$ cat src/rtl/mem_arb_pkg.sv
// Shared types for the instruction-fetch / load-store memory port arbiter.
package mem_arb_pkg;

  typedef enum logic [1:0] {ST_IDLE, ST_REQ, ST_RESP} arb_state_t;
  typedef enum logic {OWN_IF, OWN_D} arb_owner_t;

  // Wide enough for the largest allowed MAX_STREAK (15).
  localparam int STREAK_W = 4;

endpackage

$ cat src/rtl/mem_arb_pick.sv
// Combinational winner selection: data has priority unless fetch has been
// passed over MAX_STREAK times in a row.
module mem_arb_pick
  import mem_arb_pkg::*;
#(
  parameter int MAX_STREAK = 4
) (
  input  logic                if_req,
  input  logic                d_req,
  input  logic [STREAK_W-1:0] streak,
  output logic                grant_valid,
  output arb_owner_t          owner,
  output logic [STREAK_W-1:0] streak_next
);

  localparam logic [STREAK_W-1:0] MAX_S = STREAK_W'(MAX_STREAK);

  function automatic logic [STREAK_W-1:0] sat_inc(input logic [STREAK_W-1:0] v);
    return (v >= MAX_S) ? MAX_S : v + 1'b1;
  endfunction

  logic fetch_win;

  always_comb begin
    grant_valid = if_req | d_req;
    fetch_win   = if_req & (~d_req | (streak >= MAX_S));
    owner       = fetch_win ? OWN_IF : OWN_D;
    streak_next = streak;
    if (fetch_win) begin
      streak_next = '0;
    end else if (d_req) begin
      // A data win only counts against fetch while fetch is actually waiting.
      streak_next = if_req ? sat_inc(streak) : '0;
    end
  end

endmodule

$ cat src/rtl/mem_port_arbiter.sv
// Shares one single-port memory between the fetch and load/store ports,
// one outstanding transaction at a time, routing each response to its owner.
module mem_port_arbiter
  import mem_arb_pkg::*;
#(
  parameter int AW         = 32,
  parameter int DW         = 32,
  parameter int MAX_STREAK = 4
) (
  input  logic            clk,
  input  logic            rst,
  input  logic            if_req,
  input  logic [AW-1:0]   if_addr,
  output logic            if_gnt,
  output logic            if_rvalid,
  output logic [DW-1:0]   if_rdata,
  input  logic            d_req,
  input  logic            d_we,
  input  logic [AW-1:0]   d_addr,
  input  logic [DW-1:0]   d_wdata,
  input  logic [DW/8-1:0] d_be,
  output logic            d_gnt,
  output logic            d_rvalid,
  output logic [DW-1:0]   d_rdata,
  output logic            m_req,
  output logic            m_we,
  output logic [AW-1:0]   m_addr,
  output logic [DW-1:0]   m_wdata,
  output logic [DW/8-1:0] m_be,
  input  logic            m_gnt,
  input  logic            m_rvalid,
  input  logic [DW-1:0]   m_rdata
);

  arb_state_t          state, state_n;
  arb_owner_t          owner_q, pick_owner;
  logic [STREAK_W-1:0] streak_q, streak_n;
  logic                grant_valid;
  logic                take;

  logic [AW-1:0]   addr_q;
  logic            we_q;
  logic [DW-1:0]   wdata_q;
  logic [DW/8-1:0] be_q;

  mem_arb_pick #(.MAX_STREAK(MAX_STREAK)) u_pick (
    .if_req      (if_req),
    .d_req       (d_req),
    .streak      (streak_q),
    .grant_valid (grant_valid),
    .owner       (pick_owner),
    .streak_next (streak_n)
  );

  always_ff @(posedge clk or posedge rst) begin
    if (rst) begin
      state    <= ST_IDLE;
      owner_q  <= OWN_IF;
      streak_q <= '0;
    end else begin
      state <= state_n;
      if (take) begin
        owner_q  <= pick_owner;
        streak_q <= streak_n;
      end
    end
  end

  // Request payload is captured only at the IDLE decision; outputs are gated
  // by state, so these registers need no reset.
  always_ff @(posedge clk) begin
    if (take) begin
      if (pick_owner == OWN_IF) begin
        addr_q  <= if_addr;
        we_q    <= 1'b0;
        wdata_q <= '0;
        be_q    <= '1;
      end else begin
        addr_q  <= d_addr;
        we_q    <= d_we;
        wdata_q <= d_wdata;
        be_q    <= d_be;
      end
    end
  end

  always_comb begin
    state_n   = state;
    take      = 1'b0;
    m_req     = 1'b0;
    m_we      = 1'b0;
    m_addr    = '0;
    m_wdata   = '0;
    m_be      = '0;
    if_gnt    = 1'b0;
    d_gnt     = 1'b0;
    if_rvalid = 1'b0;
    d_rvalid  = 1'b0;
    if_rdata  = '0;
    d_rdata   = '0;
    unique case (state)
      ST_IDLE: begin
        if (grant_valid) begin
          take    = 1'b1;
          state_n = ST_REQ;
        end
      end
      ST_REQ: begin
        m_req   = 1'b1;
        m_we    = we_q;
        m_addr  = addr_q;
        m_wdata = wdata_q;
        m_be    = be_q;
        if (m_gnt) begin
          if_gnt  = (owner_q == OWN_IF);
          d_gnt   = (owner_q == OWN_D);
          state_n = ST_RESP;
        end
      end
      ST_RESP: begin
        if (m_rvalid) begin
          if (owner_q == OWN_IF) begin
            if_rvalid = 1'b1;
            if_rdata  = m_rdata;
          end else begin
            d_rvalid = 1'b1;
            d_rdata  = m_rdata;
          end
          state_n = ST_IDLE;
        end
      end
      default: state_n = ST_IDLE;
    endcase
  end

endmodule

$ cat config.mk
export PLATFORM = sky130hd
export DESIGN_NAME = mem_port_arbiter
export DESIGN_NICKNAME = d
export VERILOG_FILES = /design/src/rtl/mem_arb_pkg.sv /design/src/rtl/mem_arb_pick.sv /design/src/rtl/mem_port_arbiter.sv
export SDC_FILE = /design/constraint.sdc
export NUM_CORES = 1
export LEC_CHECK = 0
export ABC_AREA = 1
export CORE_ASPECT_RATIO = 0.8
export CORE_MARGIN = 3
export CORE_UTILIZATION = 37
export DETAILED_ROUTE_END_ITERATION = 6
export PLACE_DENSITY = 0.82
export SETUP_SLACK_MARGIN = 0.02
export SLEW_MARGIN = 20
export SYNTH_ARGS = -nofsm -noshare
export SYNTH_HDL_FRONTEND = slang
export SYNTH_SLANG_ARGS = --single-unit
$ cat constraint.sdc
create_clock -name clk -period 4.7 [get_ports clk]
set_input_delay 0.94 -clock clk [delete_from_list [all_inputs] [get_ports clk]]
set_output_delay 0.94 -clock clk [all_outputs]
set_load 0.03 [all_outputs]
### Word level (Yosys, flattened, before mapping)

Index checks and enable logic that the tools add are counted.

* $add $sub $neg: 1
* $lt $le $gt $ge: 1
* eq/ne operators: 5
* mux-type cells: 33
* bitwise operators: 5
* reductions and logical operators: 4

Operator list (count)
* 32-bit 2-to-1 mux: 9
* 4-bit 2-to-1 mux: 5
* 1-bit 2-to-1 mux: 15
* 2-bit 2-to-1 mux: 3
* 2-bit != test (second input constant): 3
* 2-bit case mux with 3 select lines: 1
* 4-bit by 1-bit adder with 4-bit output (second input constant): 1
* 4-bit by 3-bit >= comparator with 1-bit output (second input constant): 1
* 3-bit AND reduction: 1
* 2-bit by 1-bit == test with 1-bit output (second input constant): 1
* 2-bit == test (second input constant): 1
* 2-bit zero test: 1
* 1-bit inverter: 2
* 1-bit OR: 2
* 2-bit AND reduction: 1
* 2-bit nonzero test: 1
* 1-bit AND: 1

* register bits after elaboration: 76
* bits of input ports: 139
* output and inout port bits: 138
* word-level logic and storage cells: 56

### Longest topological paths before layout

Gate-level depths: netlist of the first run.

* depth after elaboration: 5
* depth in mapped cells: 7
* mapped depth without buffers: 5

### Cells and area by module

A second synthesis of the first run with hierarchy kept.

* cells, all modules: 610
* area, all modules: 4479.3 um^2

By module, submodules not included
* mem_port_arbiter: instances 1, cells an instance 585, area an instance 4364.2 um^2, sequential area each 2247.2 um^2
* mem_arb_pick: instances 1, cells an instance 25, area an instance 115.1 um^2, sequential area each 0.0 um^2

### Worst setup path before layout of the first run

Ideal clock, no wire load.

* path kind: input port to flip-flop
* start: input if_req
* end: register addr_q[0], enable pin
* setup time: 499 ps
* arrival: 4091 ps
* required time: 4201 ps
* setup slack: 110 ps
* cell stages on the path: 3
* path buffers: 1
* path through: buf_4 -> nor2_1 -> nor2_1

* word-level cells in the longest chain between the ends: 3

Ends and longest elaborated chain
* start, declared: line mem_port_arbiter.sv:12 `input logic if_req,`
* 1-bit OR: line mem_arb_pick.sv:25 `grant_valid = if_req | d_req;`
* 1-bit 2-to-1 mux: line mem_port_arbiter.sv:103 `if (grant_valid) begin`
* 1-bit 2-to-1 mux: line mem_port_arbiter.sv:101 `unique case (state)`
* via take: line mem_port_arbiter.sv:39 `logic take;`
* end signal, assigned: line mem_port_arbiter.sv:74 `addr_q <= if_addr;`
* end signal, assigned: line mem_port_arbiter.sv:79 `addr_q <= d_addr;`
* end, declared: line mem_port_arbiter.sv:41 `logic [AW-1:0] addr_q;`

The timed path passes the listed nets, and every way through them passes these cells.
A chain may end at the register's enable or synchronous reset.

### Worst setup path in the final report of the first run

* start: input m_rvalid
* end: output d_rdata[8]

* word-level cells in the longest chain between the ends: 2

Ends and longest elaborated chain
* start, declared: line mem_port_arbiter.sv:31 `input logic m_rvalid,`
* 32-bit 2-to-1 mux: line mem_port_arbiter.sv:121 `if (m_rvalid) begin`
* 32-bit 2-to-1 mux: line mem_port_arbiter.sv:101
* end, declared: line mem_port_arbiter.sv:24 `output logic [DW-1:0] d_rdata,`

Every way passes these cells.

==> results of run 1 <==
-- metal layers --
layer | part of all wire [%] | GRT usage [%] | vias up
li1 | - | - | 2109
met1 | 38 | 23.18 | 1915
met2 | 54 | 38.70 | 190
met3 | 6.4 | 4.164 | 12
met4 | 1.3 | 5.250 | 0
met5 | 0 | 0 | -
-- registers in the layout (all words and copies together), names as in the netlist --
name	flops
we_q	1
addr_q	32
owner_q	1
be_q	4
state	2
wdata_q	32
streak_q	4
-- kinds of logic after synthesis --
group	after synthesis	share of synthesized area [%]
buffers and inverters	148	14.65
AOI/OAI and AO/OA	36	6.268
and+or+nand+nor	265	25.43
adders and majority gates	1	0.2970
DFF	76	53.36
-- worst max-delay path: cells and delay by family --
kind	cells	cell delay, ps
buffers and inverters	2	1250
AND/OR/NAND/NOR	2	860
-- power groups by stage --
| stage | combinational, mW | clock, mW | sequential [mW] |
|---|---|---|---|
| after floorplan | 1.08 | 0 | 1.10 |
| after global placement | 1.87 | 0 | 1.08 |
| after detailed placement | 1.89 | 0 | 1.09 |
| after CTS | 1.90 | 0.679 | 1.08 |
| after global routing | 2.00 | 0.712 | 1.10 |
| final | 1.87 | 0.669 | 1.08 |
-- placed cells by master, fill, tap and decap left out --
master	instances
nor2_2	1
a21boi_0	33
nor2_1	140
clkinv_1	2
nor3_1	2
nand3_2	2
buf_12	1
nand2_2	1
buf_4	4
bufinv_16	1
inv_2	2
dfrtp_1	7
inv_1	115
inv_6	1
clkinvlp_4	2
nand2_8	1
clkbuf_16	9
nor2_4	1
nand3_1	32
nand2_1	85
clkinv_2	1
clkdlybuf4s50_1	275
edfxtp_1	69
o21ai_0	1
o22ai_1	1
o21ai_1	1
buf_2	1
ha_1	1
-- synthesized netlist by cell type --
cell      count  area [um^2]
dfrtp_1       7        175.2
nor2_2        1        6.260
nand3_1      32        160.2
inv_2         2        7.510
ha_1          1        12.51
inv_1       115        431.7
a21boi_0     33        247.7
o21ai_0       1        5.000
buf_6         4        45.04
buf_2        19        95.09
nor3_1        2        10.01
o22ai_1       1        6.260
nand2_2       1        6.260
o21ai_1       1        5.000
clkbuf_1      6        22.52
nand3_2       2        20.02
buf_4         2        15.01
nand2_1      85        319.1
edfxtp_1     69         2072
nand2_8       1        20.02
nor2_1      141        529.3
-- final cells by class --
| cell class | instances | area share (%) |
|---|---|---|
| inverter | 117 | 5.999 |
| tap | 144 | 2.461 |
| multi-input combinational | 302 | 18.51 |
| timing repair buffer | 281 | 38.35 |
| sequential | 76 | 30.70 |
| clock buffer | 9 | 3.076 |
| clock inverter | 7 | 0.9058 |
-- through the flow --
stage	instance area [um^2]	worst slack, ps
4_1_cts	7321	707.1
3_5_place_dp	7029	711.7
2_1_floorplan	4212	109.8
5_1_grt	7321	568.6
6_report	7321	706.8
3_3_place_gp	7029	769.7
-- worst max path at each step --
stage                     slack [ps]  cells past startpoint     start          to
after floorplan                  110                      3    if_req   addr_q[0]
after global placement           770                      4  m_rvalid  d_rdata[8]
after detailed placement         710                      4  m_rvalid  d_rdata[8]
after CTS                        710                      4  m_rvalid  d_rdata[8]
after global routing             570                      4  m_rvalid  d_rdata[8]
final                            710                      4  m_rvalid  d_rdata[8]
==> impl_results.md, run 1 <==
- Syn nets: 666
- CTS max path bufs: 2
- Worst reg2reg setup slack: 2670 ps
- Clock Latency Late Sink: about 330 ps
- Final setup TNS: 0 ps
- WHS: between 400 and 500 ps
- Max FO, Critical Path: 33
- Netlist cell types: 21
- Unrepaired setup endpoints after global routing: false
- Sw frac: 41.28%
- Initial Util: 38.37%
- Upper clock frequency limit: 250.4 MHz
- Setup Skew: 6.714 ps
- Routed WL: 13.26 mm
- Antenna fix cells: 0
- Via Count: 4226
- Hold crit path type: flip-flop to flip-flop
- GPL Wtd Cong: 0.9151
- DP Wirelength: about 10 mm
- Cells after Synth: 526
- Share of layout cells above drive strength 1: 3.535%
- Leak: 3.284 nW
- Seq cells post-synth: 76
- Crit path capture type: output port
- CP Class: input port to output port
- Register Area: 0.002247 mm^2
- PwrDens: 493.9 mW/mm^2
- Least-Margin Pin Slew: around 1000 ps
- CP Launch Type: input port
- GRT Overall Usage: 20.18%
- Final setup fails: 0
- Ys Warns: 0
- First-pass GRT wire length: 20.38 mm
- Post-CTS resize count: 0
- CP most frequent cell: clkdlybuf4s50_1
- Hold path depth: 2
- Avg WL per Cell: 14.17 um
- Sequential share of power: 29.8%
- Vias per inst: 4.515
- # Post-CTS Setup Buffers: 0
- Critical path's largest stage delay: 720 ps
- Pin count of the biggest net entering global routing: ~70
- # hold bufs at CTS: 0
- Final ANT Viol Nets: 0
- Root buffer cell: clkbuf_16
- Psw: ~1.5 mW
- CP Data Required Time: 3760 ps
- Cell Area, Synth: 0.004212 mm^2
- Relative slew slack: 30.33%
- Logic gate share of total power: about half
- Vias in the first global route: 4102
- Final Non-Filler Cells: 936
- Maxcap violations: 0
- Cells after DPL: 920
- Min-Delay Endpoint: streak_q[2]
- Die area: 0.01271 mm^2
- CTS tree: built
- # IOs: around 280
- Row count: 34
- Gr ovfl total: 0
- Worst R2R Start: state[0]
- Share of power burned in the clock network: between 10% and 20%
- Final net count: 927
- Internal: 2.123 mW
- DRC errors left: 0
- Hold path startpoint: streak_q[2]
- Area delta synth->final: 73.83%
- Status: finished, final reports clean
- Drt pass-1 iters: 4
- PortBufs: 276
- Period utilization: about 85%
- Register area share after synthesis: 53.36%
- Peak VDD IR: 0.3260 mV
- Area of the multi-input gates: 0.001355 mm^2
- Initial DRC Count: 198
- RR Endpoint: wdata_q[15]
- Die Y: just over 100 um
- Syn Area/Cell: 8.007 um^2
- Final hold viol count: 0
- Slowest stage cell, crit path: clkdlybuf4s50_1
- Reg2Reg Depth: 4
- CTS buffer count: 9
- Die W: 125.3 um
- Worst Path Arrival: slightly above 3000 ps
- H-tree levels: 3
- Initial antenna violation count: 0
- Max-slew violations: 0
- Power after layout: ~3.6 mW
- Crit-path cells: clkdlybuf4s50_1 > nand3_2 > nor2_1 > clkdlybuf4s50_1
- CTS clk-pin slew, worst paths: 60 ps
- Final Core Density: between 60% and 70%
- Fill cell count: 865
- Core area: 0.01098 mm^2
- Min cycle time layout: roughly 4000 ps
- CTS sink count: 76
(Power assumes the default switching activity.)
==> run 2, diff against run 1 <==
==> constraint.sdc (replaced) <==
create_clock -name clk -period 4.1 [get_ports clk]
set_input_delay 0.82 -clock clk [delete_from_list [all_inputs] [get_ports clk]]
set_output_delay 0.82 -clock clk [all_outputs]
set_load 0.03 [all_outputs]
==> run 2 against run 1 <==
Net effect: core utilization is 0.14 points higher; count of clock-buffer cells in the layout is 1 higher; global-route usage is 0.66 points lower; critical path type unchanged; largest cell class unchanged; highest routed layer is now met5.
==> impl_results.md, run 2 (same netlist as run 1, synthesis figures left out) <==
- Vias in the first global route: slightly above 4000
- Commonest cells after routing, fill and taps aside: clkdlybuf4s50_1, nor2_1, inv_1, nand2_1, edfxtp_1
- Avg WL per Cell: 13.96 um
- Core area: 0.01098 mm^2
- # IOs: 277
- Clock Latency Late Sink: 320 ps
- Share of layout cells above drive strength 1: 3.540%
- Gr ovfl total: 0
- Final ANT Viol Nets: 0
- Internal: between 2 and 2.5 mW
- CP Launch Type: input port
- Hold path startpoint: streak_q[3]
- PortBufs: around 280
- Maxcap violations: 0
- Pin count of the biggest net entering global routing: 71
- Least-Margin Pin Slew: 913.8 ps
- Via Count: 4261
- Root buffer cell: clkbuf_16
- Cells after DPL: 920
- Die W: around 130 um
- Die Y: 101.4 um
- Max-slew violations: 0
- CTS buffer count: 9
- Area delta synth->final: 74.18%
- CP Class: input port to output port
- # Post-CTS Setup Buffers: 0
- PwrDens: 570.1 mW/mm^2
- Final net count: 927
- Worst Path Arrival: 2840 ps
- Final Non-Filler Cells: 935
- Final setup TNS: 0 ps
- Logic gate share of total power: 51.0%
- Psw: 1.697 mW
- Setup Skew: 5.757 ps
- Post-CTS resize count: 0
- Unrepaired setup endpoints after global routing: false
- Crit path capture type: output port
- First-pass GRT wire length: 19.94 mm
- Peak VDD IR: 0.3047 mV
- Drt pass-1 iters: 4
- Sw frac: 40.56%
- Upper clock frequency limit: 272.9 MHz
- Register Area: roughly 0.0022 mm^2
- Vias per inst: 4.557
- Area of the multi-input gates: 0.001355 mm^2
- CTS max path bufs: 2
- Min cycle time layout: approximately 3700 ps
- Initial DRC Count: 150
- DRC errors left: 0
- CTS sink count: 76
- Final hold viol count: 0
- Initial Util: around two fifths
- CTS clk-pin slew, worst paths: ~60 ps
- Worst R2R Start: state[0]
- Period utilization: 89.38%
- GRT Overall Usage: between 10% and 20%
- Hold crit path type: flip-flop to flip-flop
- Die area: 0.01271 mm^2
- Relative slew slack: 38.99%
- Crit path launch: m_rvalid
- Fill cell count: just over 900
- Share of power burned in the clock network: 19.4%
- # hold bufs at CTS: 0
- CP Data Required Time: 3280 ps
- Routed WL: 13.05 mm
- Top Registers: addr_q (32), wdata_q (32)
- Antenna fix cells: 0
- GPL Wtd Cong: about 0.90
- Status: finished, final reports clean
- Row count: 34
- Initial antenna violation count: 1
- Commonest non-fill, non-tap cell in the layout: clkdlybuf4s50_1
- Leak: 3.295 nW
- DP Wirelength: 10.23 mm
- Sequential share of power: between 20% and 30%
- CTS tree: built
- Final setup fails: 0
- H-tree levels: 3
- Max FO, Critical Path: 33
==> run 2: cell types whose count changed in the layout (fill, tap and decap cells not counted), sizes merged <==
cell	before	now
clkinvlp	2	1
bufinv	1	2
clkinv	3	2
inv	118	117
clkbuf	9	10
==> run 2: worst max-delay path, stage by stage <==
cell	delay [ps]
clkdlybuf4s50_1	530
nand3_2	480
nor2_1	300
clkdlybuf4s50_1	710
==> run 2: routing by layer <==
layer	routed length (um)	vias to the layer above	global-route usage (%)	part of all wire (%)
met2	7141	201	38.79	55
li1	-	2105	-	-
met5	10	-	0	0.077
met1	4706	1934	20.71	36
met4	228	2	6.417	1.7
met3	965	19	4.164	7.4
==> run 2: power groups by stage <==
stage | clock network [mW] | logic (mW) | registers [mW]
floorplan | 0 | 1.24 | 1.25
global placement | 0 | 2.12 | 1.24
detailed placement | 0 | 2.15 | 1.25
CTS | 0.831 | 2.16 | 1.24
global route | 0.857 | 2.28 | 1.26
finish | 0.812 | 2.13 | 1.24
==> run 2: per-stage QoR <==
stage | setup WS (ps) | area, um^2 | util (%) | power [mW] | hold WS [ps]
floorplan | 794.7 | 4214 | - | 2.481 | 449.9
global placement | 568.8 | 7029 | 64.04 | 3.364 | 468.0
detailed placement | 462.4 | 7029 | 64.04 | 3.406 | 500.8
CTS | 449.0 | 7336 | 66.84 | 4.231 | 510.2
global route | 281.1 | 7336 | 66.84 | 4.400 | 547.3
finish | 435.5 | 7336 | 66.84 | 4.182 | 504.8
==> run 2: path summary, 6_finish.rpt <==
path / slack, ps / cells after the start / to
max: 440 / 4 / d_rdata[4]
min: 500 / 2 / streak_q[3]
max reg2reg: 2160 / 4 / wdata_q[11]
min reg2reg: 500 / 2 / streak_q[3]
max in group asynchronous: 3130 / 2 / streak_q[1]
min in group asynchronous: 740 / 2 / state[1]
==> run 2: cell type report <==
type	instances	share of cell area, %
timing repair buffer	281	38.27
sequential	76	30.63
multi-input combinational	302	18.47
inverter	117	5.987
clock buffer	10	3.121
tap	144	2.456
clock inverter	5	1.057
